$ cat src/rtl/div_pkg.sv
// Shared types and constants for the sequential 8/4 restoring divider.
package div_pkg;

  localparam int DIVIDEND_W = 8;
  localparam int DIVISOR_W  = 4;
  localparam int CNT_W      = 4;

  localparam logic [DIVIDEND_W-1:0] DZ_QUOTIENT = 8'hFF;

  typedef enum logic [1:0] {
    IDLE,
    RUN,
    DONE
  } state_t;

endpackage

$ cat src/rtl/div_restore_step.sv
// One restoring-division step: shift in a dividend bit, trial-subtract B.
module div_restore_step
  import div_pkg::*;
(
  input  logic [DIVISOR_W-1:0] rem_in,
  input  logic                 din_bit,
  input  logic [DIVISOR_W-1:0] B,
  output logic [DIVISOR_W-1:0] rem_out,
  output logic                 qbit
);

  logic [DIVISOR_W:0] rs;
  logic [DIVISOR_W:0] bx;

  always_comb begin
    rs   = {rem_in, din_bit};
    bx   = {1'b0, B};
    qbit = (rs >= bx);
    // rem < B <= 15 after a subtract, so the top bit is always zero
    rem_out = qbit ? DIVISOR_W'(rs - bx) : rs[DIVISOR_W-1:0];
  end

endmodule

$ cat src/rtl/div_8x4_seq.sv
// Sequential 8/4 unsigned restoring divider with optional skipped
// low quotient bits and a start/busy/done handshake.
module div_8x4_seq
  import div_pkg::*;
#(
  parameter int APPRX_BITS = 0
) (
  input  logic                  clk,
  input  logic                  rst,
  input  logic                  start,
  input  logic [DIVIDEND_W-1:0] A,
  input  logic [DIVISOR_W-1:0]  B,
  output logic [DIVIDEND_W-1:0] Q,
  output logic [DIVISOR_W-1:0]  R,
  output logic                  busy,
  output logic                  done,
  output logic                  dz
);

  localparam int N_ITER = DIVIDEND_W - APPRX_BITS;
  localparam logic [CNT_W-1:0] LAST = CNT_W'(N_ITER - 1);

  generate
    if (APPRX_BITS < 0 || APPRX_BITS > 4) begin : g_bad_k
      $error("div_8x4_seq: APPRX_BITS must be within 0..4");
    end
  endgenerate

  state_t                state;
  logic [DIVIDEND_W-1:0] dvd;
  logic [DIVIDEND_W-1:0] qacc;
  logic [DIVISOR_W-1:0]  rem;
  logic [DIVISOR_W-1:0]  b_q;
  logic [CNT_W-1:0]      cnt;
  logic [DIVISOR_W-1:0]  rem_nxt;
  logic                  qbit;
  logic [DIVIDEND_W-1:0] q_full;

  // dvd holds A >> k right-aligned, so the next bit sits at N_ITER-1
  div_restore_step u_step (
    .rem_in  (rem),
    .din_bit (dvd[N_ITER-1]),
    .B       (b_q),
    .rem_out (rem_nxt),
    .qbit    (qbit)
  );

  assign q_full = {qacc[DIVIDEND_W-2:0], qbit};

  always_ff @(posedge clk or posedge rst) begin
    if (rst) begin
      state <= IDLE;
      dvd   <= '0;
      qacc  <= '0;
      rem   <= '0;
      b_q   <= '0;
      cnt   <= '0;
      Q     <= '0;
      R     <= '0;
      busy  <= 1'b0;
      done  <= 1'b0;
      dz    <= 1'b0;
    end else begin
      done <= 1'b0;
      unique case (state)
        IDLE: begin
          if (start) begin
            b_q  <= B;
            dvd  <= A >> APPRX_BITS;
            rem  <= '0;
            cnt  <= '0;
            qacc <= '0;
            if (B == '0) begin
              Q     <= DZ_QUOTIENT;
              R     <= A[DIVISOR_W-1:0];
              dz    <= 1'b1;
              done  <= 1'b1;
              state <= DONE;
            end else begin
              busy  <= 1'b1;
              state <= RUN;
            end
          end
        end
        RUN: begin
          rem  <= rem_nxt;
          qacc <= q_full;
          dvd  <= {dvd[DIVIDEND_W-2:0], 1'b0};
          cnt  <= cnt + CNT_W'(1);
          if (cnt == LAST) begin
            busy  <= 1'b0;
            done  <= 1'b1;
            dz    <= 1'b0;
            Q     <= q_full << APPRX_BITS;
            R     <= rem_nxt;
            state <= DONE;
          end
        end
        DONE: state <= IDLE;
        default: state <= IDLE;
      endcase
    end
  end

endmodule

$ cat config.mk
export PLATFORM = sky130hd
export DESIGN_NAME = div_8x4_seq
export DESIGN_NICKNAME = d
export VERILOG_FILES = /design/src/rtl/div_pkg.sv /design/src/rtl/div_restore_step.sv /design/src/rtl/div_8x4_seq.sv
export SDC_FILE = /design/constraint.sdc
export NUM_CORES = 1
export LEC_CHECK = 0
export CAP_MARGIN = 20
export CORE_MARGIN = 8
export CORE_UTILIZATION = 32
export DETAILED_ROUTE_END_ITERATION = 8
export HOLD_SLACK_MARGIN = 0.05
export PLACE_DENSITY_LB_ADDON = 0.25
export SYNTH_ARGS = -nofsm -noshare
export SYNTH_HDL_FRONTEND = slang
export SYNTH_SLANG_ARGS = --single-unit
$ cat constraint.sdc
create_clock -name clk -period 3.3 [get_ports clk]
set_input_delay 0.99 -clock clk [delete_from_list [all_inputs] [get_ports clk]]
set_output_delay 0.99 -clock clk [all_outputs]
set_load 0.005 [all_outputs]
[Yosys cells after proc, flatten, opt, wreduce, memory -nomap -nowiden]
Cells that the tools add are included.
Cells by class
  $lt $le $gt $ge: 1
  muxes and demuxes: 31
  add/subtract/negate cells: 2
  equal/unequal tests: 6
  reductions and logical operators: 8
Operator list (number)
  8-bit 2-to-1 mux: 4
  8-bit case mux with 2 select lines: 2
  4-bit case mux with 2 select lines: 3
  4-bit 2-to-1 mux: 5
  7-bit case mux with 2 select lines: 1
  1-bit 2-to-1 mux: 8
  2-bit != test (second input constant): 4
  4-bit AND reduction: 2
  7-bit 2-to-1 mux: 1
  2-bit 2-to-1 mux: 3
  1-bit case mux with 2 select lines: 3
  2-bit AND reduction: 3
  5-bit by 4-bit >= comparator with 1-bit output: 1
  4-bit by 1-bit adder with 4-bit output (second input constant): 1
  4-bit by 3-bit == test with 1-bit output (second input constant): 1
  4-bit logical NOT: 1
  2-bit case mux with 2 select lines: 1
  4-bit subtractor: 1
  2-bit by 1-bit == test with 1-bit output (second input constant): 1
  2-bit logical NOT: 1
  2-bit nonzero test: 1
Storage, ports and cells
  output and inout port bits: 15
  bits in registers: 44
  input bits: 15
  word-level logic and storage cells: 59

[Logic depth before layout (Yosys ltp)]
Gate-level depths: netlist of run 1.
  word-level depth: 4
  depth in mapped cells: 7
  mapped depth without buffers: 7

[Cells and area by module]
A second synthesis of run 1 with hierarchy kept.
Second synthesis, totals
  cells, all modules: 182
  area total of the unflattened synthesis: 2069.5 sq um
By module, submodules not included
  div_8x4_seq: cells each 154, sequential area each 1101.1 sq um, area each 1845.5 sq um, instances 1
  div_restore_step: cells each 28, sequential area each 0.0 sq um, area each 224.0 sq um, instances 1

[Worst setup path after synthesis of run 1]
No wires, ideal clock.
  path kind: input port to flip-flop
  from: input port start
  to: register R[2]
  arrival: 2.003 ns
  required time: 3.219 ns
  slack: 1.216 ns
  setup time: 0.081 ns
  path buffers: 2
  cell stages on the path: 6
  cells stage by stage: nor3b_1 buf_2 a22oi_2 clkbuf_1 a21oi_1 a31oi_2
Between the ends
  cells in the longest elaborated chain, start to end: 2
Ends and longest elaborated chain
  start, declared: RTL line div_8x4_seq.sv:10  | input logic start,
  2-bit != test (no source line)
  4-bit AND reduction (no source line)
  end signal, assigned: RTL line div_8x4_seq.sv:75  | R <= A[DIVISOR_W-1:0];
  end signal, assigned: RTL line div_8x4_seq.sv:95  | R <= rem_nxt;
  end, declared: RTL line div_8x4_seq.sv:14  | output logic [DIVISOR_W-1:0] R,
Every way passes these cells.
A chain may end at the register's enable or synchronous reset.

[Worst setup path in the final report of run 1]
  from: input port B[0]
  to: register R[3]
Between the ends
  cells in the longest elaborated chain, start to end: 3
Ends and longest elaborated chain
  start, declared: RTL line div_8x4_seq.sv:12  | input logic [DIVISOR_W-1:0] B,
  4-bit logical NOT: RTL line div_8x4_seq.sv:73  | if (B == '0) begin
  2-bit != test (no source line)
  4-bit AND reduction (no source line)
Every way passes these cells.

==> run summary, run 1 <==
The run finished with clean final reports. The worst clock skew was 0.0122 ns. The maximum number of pins on one net before global-route repair came out at 18. VDD sags by at most 314 µV. The tools report the total CTS buffers as 5.

The final antenna diode count was 0; the post-synth net total was 245. The core outline area is 0.00639 mm². The run gives 0 as the number of antenna violations at the first check in global routing.

Using the TritonRoute via totals, the vias-per-cell ratio works out to 5.03. In this run, synthesis produced a sequential element count of 44. The run gives 0.776 as the final RePlAce weighted congestion.

Most common flop cell mapped by yosys: sky130_fd_sc_hd__dfrtp_1. Counting cells, the worst reg-to-reg path comes to 6. After legalization and detailed placement, the total HPWL measured 3530 µm. Via count of the first global-routing pass: 1709.

The setup path with the least slack is of type in -> reg. The logs give 51.8% for the fraction of the yosys area taken by sequential cells and 0 for the number of buffers added for setup after CTS. The total leakage power was 1.14 nW; the hold buffer count at CTS was 0. The DRC violation count after routing was 0. Yosys mapped a number of flops with a built-in enable equal to 0. The required time reported for the critical path endpoint was 3.52 ns; the routed via count was 1670. Clock tree synthesis found a total of 44 sinks. The tools report the launching point of the worst reg2reg path as cnt[0]$_DFFE_PP0P_. The detail route stage leaves a number of antenna-violating nets equal to 0.

Measured against the total synthesized area, the mux share comes to 1.94%. After synthesis the cells add up to 0.00213 mm². In this run switching power makes up 39.1% of total power. The area of the die is 0.00951 mm², and the final total negative setup slack is 0 ns. The number of max-cap violations was 0. The post-cts gate resize count came out at 0. By area, the combinational part of the netlist is dominated by simple AND/OR/NAND/NOR gates. The clock tree root driver cell was sky130_fd_sc_hd__clkbuf_8. The horizontal die dimension was 97.5 µm.

For this design the top-level I/O count stands at 30. Clock-pin slew was measured on the worst setup and hold paths at 0.08 ns. For this design the ratio of total power to cell area is 1030 mW/mm².

Summing the areas of all compound-gate instances in the mapped netlist gives 14.2% of the synthesized area. The run gives 48.7% as the combinational share of power. Yosys mapped the design onto 44 distinct sky130hd cell types. The share of synthesized cell area in full adder, half adder and majority cells was 3.88%.

The signed area change from the synthesized netlist to the final layout was 23.3%. Path category of the worst min-delay check: reg -> reg. The xor/xnor cell area share of the yosys netlist came out at 0.824%. For the worst-skew pair, the clock arrives at the later sink with an insertion delay of 0.31 ns. Arrival time of data at the critical path endpoint: 2.74 ns. Timing would allow up to 0.398 GHz. The tools report the switching power summed over all nets as 1.05 mW.

Averaged over all synthesized cells, the footprint is 9.49 µm². Internal portion of total power: 1.64 mW. Summing all non-filler instances in the final layout gives an area of 0.00262 mm². Setup repair after global routing left no endpoint under its margin.

For the leftover overflow at the end of global routing, the log shows 0. The setup violation total in the final timing report came out at 0. The total detailed-routing wirelength came out at 4900 µm. The H-tree was split into 2 levels. Along the worst path, the maximum fanout reaches 14.

The share of total power dissipated in the clock network is 15.9%. The part of the cycle the worst path needs came out at 76.2%. The mean routed wirelength per cell is 14.8 µm, and the minimum period implied by the final worst setup slack is 2.52 ns. The initial core utilization was 33.3%; the final-layout worst hold slack was 0.488 ns. Of the total synthesized cell area, the portion taken by AND, OR, NAND and NOR gates is 23.1%.

For this run, the total global-route usage over all layers was measured as 10.7%. The share of total power in sequential cells came out at 35.4%. The Yosys step of the flow raised 0 warnings. The worst pin sits at a relative slew slack of 53.9%. Synthesis produced 224 cells. The number of iterations in the first detailed-routing pass was 4. For the number of buffers on the longest clock path, the log shows 2.

In this run the worst setup path begins at B[0]. The die height is 97.5 µm, and the starting DRC count in detailed routing is 76. The worst setup path is launched from a primary input.

STA classifies the critical path endpoint as a register. The run gives 0 as the number of hold violations in the final report. The share of post-route cells with drive strength above 1 is 11.4%, and the setup slack of the most critical reg-to-reg path is 1.24 ns. The count of buffers inserted at the top-level ports was 29. The endpoint identified for the worst register-to-register timing path is R[3]$_DFFE_PP0P_.

The most critical setup path has its endpoint at R[3]$_DFFE_PP0P_. For the pin with the worst max-slew slack, the measured transition is 0.690 ns. The total count of max-transition violations in the final report is 0, and the async set-reset flop share out of synthesis is 100%. The first global-routing pass estimated 8380 µm of wire. The post-place instance area came out at 0.00251 mm². TritonCTS built the clock tree. In the final design database the tool counted 275 nets.

The total number of placement rows was 29.
==> power by group through the flow <==
stage | Combinational [mW] | Sequential [mW] | Clock [mW]
floorplan | 0.926 | 0.933 | 0
global placement | 1.31 | 0.966 | 0
detailed placement | 1.33 | 0.964 | 0
CTS | 1.33 | 0.957 | 0.439
global route | 1.48 | 0.991 | 0.462
finish | 1.31 | 0.954 | 0.430
==> sequential cells by signal (all words and copies together), names as in the netlist <==
signal	count
done	1
dz	1
busy	1
dvd	8
qacc	7
Q	8
state	2
rem	4
b_q	4
R	4
cnt	4
==> critical path, stage by stage <==
cell                              delay [ns]
sky130_fd_sc_hd__clkdlybuf4s50_1        0.45
sky130_fd_sc_hd__nor4_2                 0.44
sky130_fd_sc_hd__a22oi_2                0.27
sky130_fd_sc_hd__inv_2                  0.31
sky130_fd_sc_hd__o22ai_1                0.13
sky130_fd_sc_hd__a31oi_1                0.15
==> stage by stage <==
| step | worst slack [ns] | util (%) | power (mW) | instances |
|---|---|---|---|---|
| 6_report | 0.785 | 41.0 | 2.70 | 332 |
| 5_1_grt | 0.642 | 41.0 | 2.93 | 332 |
| 4_1_cts | 0.745 | 41.0 | 2.73 | 332 |
| 3_5_place_dp | 0.423 | 39.2 | 2.29 | 324 |
| 3_3_place_gp | 0.517 | 39.2 | 2.28 | 324 |
| 2_1_floorplan | 1.22 | - | 1.86 | 224 |
==> layout by cell type (no fill, tap or decap), drive strengths merged, types with 2 or more instances in the layout <==
cell type	netlist	routed
clkdlybuf4s50	0	29
nand2	39	39
mux2i	3	3
dfrtp	44	44
buf	5	6
a21oi	6	6
o22ai	2	2
clkbuf	7	5
a31oi	6	6
o21ai	19	19
nor3b	2	2
nor3	8	8
ha	5	5
a22oi	4	4
inv	9	9
or4	4	4
nand3	16	16
o211ai	4	4
nor2	22	22
or3	2	2
==> layout make-up <==
type,instances,area (µm²)
Clock buffer,5,68.8
Clock inverter,3,46.3
Fill cell,643,3760
Inverter,9,33.8
Multi-Input combinational cell,159,940
Sequential cell,44,1100
Tap cell,77,96.3
Timing Repair Buffer,35,335
==> routing by layer <==
metal | GRT usage [%] | part of all wire [%] | up-vias
met5 | 0 | 0 | -
met4 | 4.20 | 1.6 | 0
met3 | 3.13 | 4.7 | 5
met2 | 16.0 | 43 | 32
met1 | 14.1 | 50 | 799
li1 | - | - | 834
==> worst min-delay path by stage <==
| stage | depth (start not counted) | start | to | slack [ns] |
|---|---|---|---|---|
| 6_report | 2 | dvd[6]$_DFFE_PP0P_ | dvd[7]$_DFFE_PP0P_ | 0.49 |
| 5_1_grt | 2 | dvd[2]$_DFFE_PP0P_ | dvd[2]$_DFFE_PP0P_ | 0.51 |
| 4_1_cts | 2 | dvd[2]$_DFFE_PP0P_ | dvd[2]$_DFFE_PP0P_ | 0.49 |
| 3_5_place_dp | 2 | dvd[2]$_DFFE_PP0P_ | dvd[2]$_DFFE_PP0P_ | 0.47 |
| 3_3_place_gp | 2 | dvd[2]$_DFFE_PP0P_ | dvd[2]$_DFFE_PP0P_ | 0.47 |
| 2_1_floorplan | 2 | dvd[3]$_DFFE_PP0P_ | dvd[3]$_DFFE_PP0P_ | 0.45 |
==> synth_stat cells (all sizes together) (3+ instances only) <==
cell / n / area (µm²)
a21oi: 6 / 41.3
a22oi: 4 / 35.0
a31oi: 6 / 50.0
buf: 5 / 30.0
clkbuf: 7 / 26.3
dfrtp: 44 / 1100
ha: 5 / 62.6
inv: 9 / 33.8
mux2i: 3 / 30.0
nand2: 39 / 146
nand3: 16 / 80.1
nor2: 22 / 82.6
nor3: 8 / 40.0
o211ai: 4 / 30.0
o21ai: 19 / 95.1
or4: 4 / 41.3
==> logic make-up after synthesis <==
kind of cell | count (synthesis)
and+or+nand+nor | 102
AOI/OAI and AO/OA | 45
DFF | 44
buffers and inverters | 21
adders and majority gates | 6
muxes | 4
xor gates and xnor gates | 2
(Power assumes the default switching activity.)
==> inputs of run 2 (changes only) <==
==> constraint.sdc (replaced) <==
create_clock -name clk -period 2.4 [get_ports clk]
set_input_delay 0.72 -clock clk [delete_from_list [all_inputs] [get_ports clk]]
set_output_delay 0.72 -clock clk [all_outputs]
set_load 0.005 [all_outputs]
==> run 2 against run 1 <==
Net effect: highest routed layer unchanged; critical path type unchanged; setup slack lost 0.38 ns; critical endpoint is now cnt[2]$_DFFE_PP0P_; utilization grew 0.57 points; die area did not move.
==> run summary, run 2 (same netlist as run 1, synthesis figures left out) <==
For the number of antenna violations at the first check in global routing, the log shows 0. The tools report the total CTS buffers as 5. Summing all flip-flop and latch instances after layout gives 0.00110 mm².

Using the TritonRoute via totals, the vias-per-cell ratio works out to 5.03. The first global-routing pass estimated 8490 µm of wire. The worst clock skew is 0.0116 ns, and the cell depth of the worst flop-to-flop path is 5.

The hold path depth was 2; the starting DRC count in detailed routing was 111. For this configuration, the core starts out at a cell density of 33.3%. The die height is 97.5 µm, and the highest clock frequency the design can meet is 0.502 GHz.

The power density over cell area was 1400 mW/mm²; the arrival time of data at the critical path endpoint was 2.22 ns. Prior to clock tree synthesis, the placed netlist has a worst setup slack of 0.0769 ns. For this run, global-route usage on met1 was measured as 14.4%. The logs give 0 for the total count of max-transition violations in the final report and 4 for the number of iterations in the first detailed-routing pass.

The tree is rooted in a sky130_fd_sc_hd__clkbuf_8. The worst register-to-register path begins at rem[0]$_DFFE_PP0P_. The worst hold path begins at dvd[1]$_DFFE_PP0P_. Setup slack on the critical path of the routed design comes to 0.409 ns.

Max-cap violations in this run came to 0. The worst path needs 1.99 ns of the cycle, external delays included. The net total in the final layout was 278. The library cell used most frequently in the layout, excluding fill and tap cells, is sky130_fd_sc_hd__dfrtp_1.

The signed area change from the synthesized netlist to the final layout was 25.0%; the required time reported for the critical path endpoint was 2.63 ns. TritonCTS built the clock tree. The flow ran to the end, and the final reports show no timing, DRC or antenna violations. Summing all multi-input logic gate instances after layout gives 940 µm². The layer flagged by global routing as most heavily used is met2.

The count of nets left with antenna violations once routing finished came out at 0. Mean routed wirelength per cell: 14.4 µm. The overall track demand over capacity in global routing was 10.8%; the transition time at the pin with the least slew margin was 0.585 ns. For the final routed database, the setup TNS stands at 0 ns.

Startpoint type of the worst setup path: a primary input. In the final layout, the registers with the most flip-flops are Q x8, dvd x8, qacc x7. The floorplan step set the die width to 97.5 µm. The tools report the clock latency on the worst-skew pair as 0.30 ns. For this design the top-level I/O count stands at 30. The capturing element type of the critical path was a register. VDD sags by at most 448 µV.

The share of total power in sequential cells was 35.3%. The routed via count was 1684; the total number of placement rows was 29. In the layout the commonest cells are sky130_fd_sc_hd__dfrtp_1, sky130_fd_sc_hd__nand2_1, sky130_fd_sc_hd__clkdlybuf4s50_1. The layout has 648 filler cells. In the final layout, the share of cells above drive strength 1 is 12.4%.

The logs give 0 for the post-cts gate resize count and 0 for the setup violation total in the final timing report. The count of buffers added on input and output ports is 29. 0 antenna diodes ended up in the layout.

The worst hold path belongs to the class reg -> reg. For hold timing, the worst endpoint is dvd[1]$_DFFE_PP0P_. For this block, the routed nets add up to 4820 µm of wire.

The top fanout value on the critical path is 9. Buffers inserted to repair hold after CTS numbered 0. Per report_power, the clock group accounts for 15.8% of the total. The endpoint identified for the worst register-to-register timing path is R[2]$_DFFE_PP0P_. The die covers 0.00951 mm². Tracing the worst setup path back leads to its startpoint at start. In this run the static leakage power is 1.17 nW. The floorplan step defined a core boundary enclosing 0.00639 mm².

The logs give 1.45 mW for the switching power summed over all nets and 0 for the number of buffers added for setup after CTS. Setup repair after global routing left no endpoint under its margin. The logs give 0 for the leftover overflow at the end of global routing and 0 for the DRC violation count after routing. The via count of the first global-routing pass is 1673, and the part of the cycle the worst path needs is 83.0%. The number of hold violations in the final report is 0, and the setup slack of the most critical reg-to-reg path is 0.45 ns. The met3 global-route usage came out at 3.84%.

The run gives 45 as the maximum number of pins on one net before global-route repair. Clock slew seen by the registers of the worst setup and hold paths: 0.09 ns. Combinational logic is responsible for 48.9% of the overall power. The internal portion of total power was 2.27 mW. The clock passes through at most 2 buffers.

The logs give 15.7% for the met2 layer usage reported by global route and 44 for the number of sinks handled by clock tree synthesis. Net switching is 38.9% of the power. The worst pin sits at a relative slew slack of 60.9%. The worst setup path is of the in -> reg kind.

The maximum level of the CTS H-tree was 2; the total half-perimeter wirelength after legalization and detailed placement was 3500 µm. The final RePlAce weighted congestion came out at 0.771.
run 2: worst max path at each step:
stage / endpoint / slack (ns) / cells after the start
finish: cnt[2]$_DFFE_PP0P_ / 0.41 / 6
global route: cnt[2]$_DFFE_PP0P_ / 0.22 / 6
CTS: cnt[2]$_DFFE_PP0P_ / 0.41 / 6
detailed placement: cnt[2]$_DFFE_PP0P_ / 0.08 / 6
global placement: Q[3]$_DFFE_PP0P_ / 0.12 / 7
floorplan: R[2]$_DFFE_PP0P_ / 0.59 / 6
run 2: worst max-delay path, cell delays in order:
cell	delay [ns]
sky130_fd_sc_hd__clkdlybuf4s50_1	0.44
sky130_fd_sc_hd__nor3b_2	0.19
sky130_fd_sc_hd__buf_4	0.16
sky130_fd_sc_hd__nor2_1	0.45
sky130_fd_sc_hd__o21ai_0	0.16
sky130_fd_sc_hd__o21ai_0	0.09
run 2: cell type report:
| type | count | area share (%) |
|---|---|---|
| tap | 77 | 3.63 |
| clock inverter | 3 | 1.79 |
| inverter | 9 | 1.27 |
| clock buffer | 5 | 2.59 |
| timing repair buffer | 38 | 13.9 |
| sequential | 44 | 41.4 |
| multi-input combinational | 159 | 35.4 |
run 2: per-layer routing:
metal	share of wire, %	wire [µm]
met1	47	2280
met2	45	2180
met3	5.9	283
met4	1.5	73
met5	0	0
run 2: power by group through the flow:
stage | Clock, mW | Sequential (mW) | Combinational, mW
final | 0.587 | 1.31 | 1.82
after global routing | 0.630 | 1.36 | 2.07
after CTS | 0.606 | 1.32 | 1.85
after detailed placement | 0 | 1.33 | 1.84
after global placement | 0 | 1.32 | 1.83
after floorplan | 0 | 1.28 | 1.27
run 2: metrics by stage:
stage / std cells / utilization (%) / total power, mW / instance area [µm²] / hold WS (ns)
2_1_floorplan: 224 / - / 2.56 / 2130 / 0.446
3_3_place_gp: 327 / 39.8 / 3.15 / 2540 / 0.461
3_5_place_dp: 327 / 39.8 / 3.17 / 2540 / 0.467
4_1_cts: 335 / 41.6 / 3.77 / 2660 / 0.494
5_1_grt: 335 / 41.6 / 4.07 / 2660 / 0.518
6_report: 335 / 41.6 / 3.72 / 2660 / 0.493
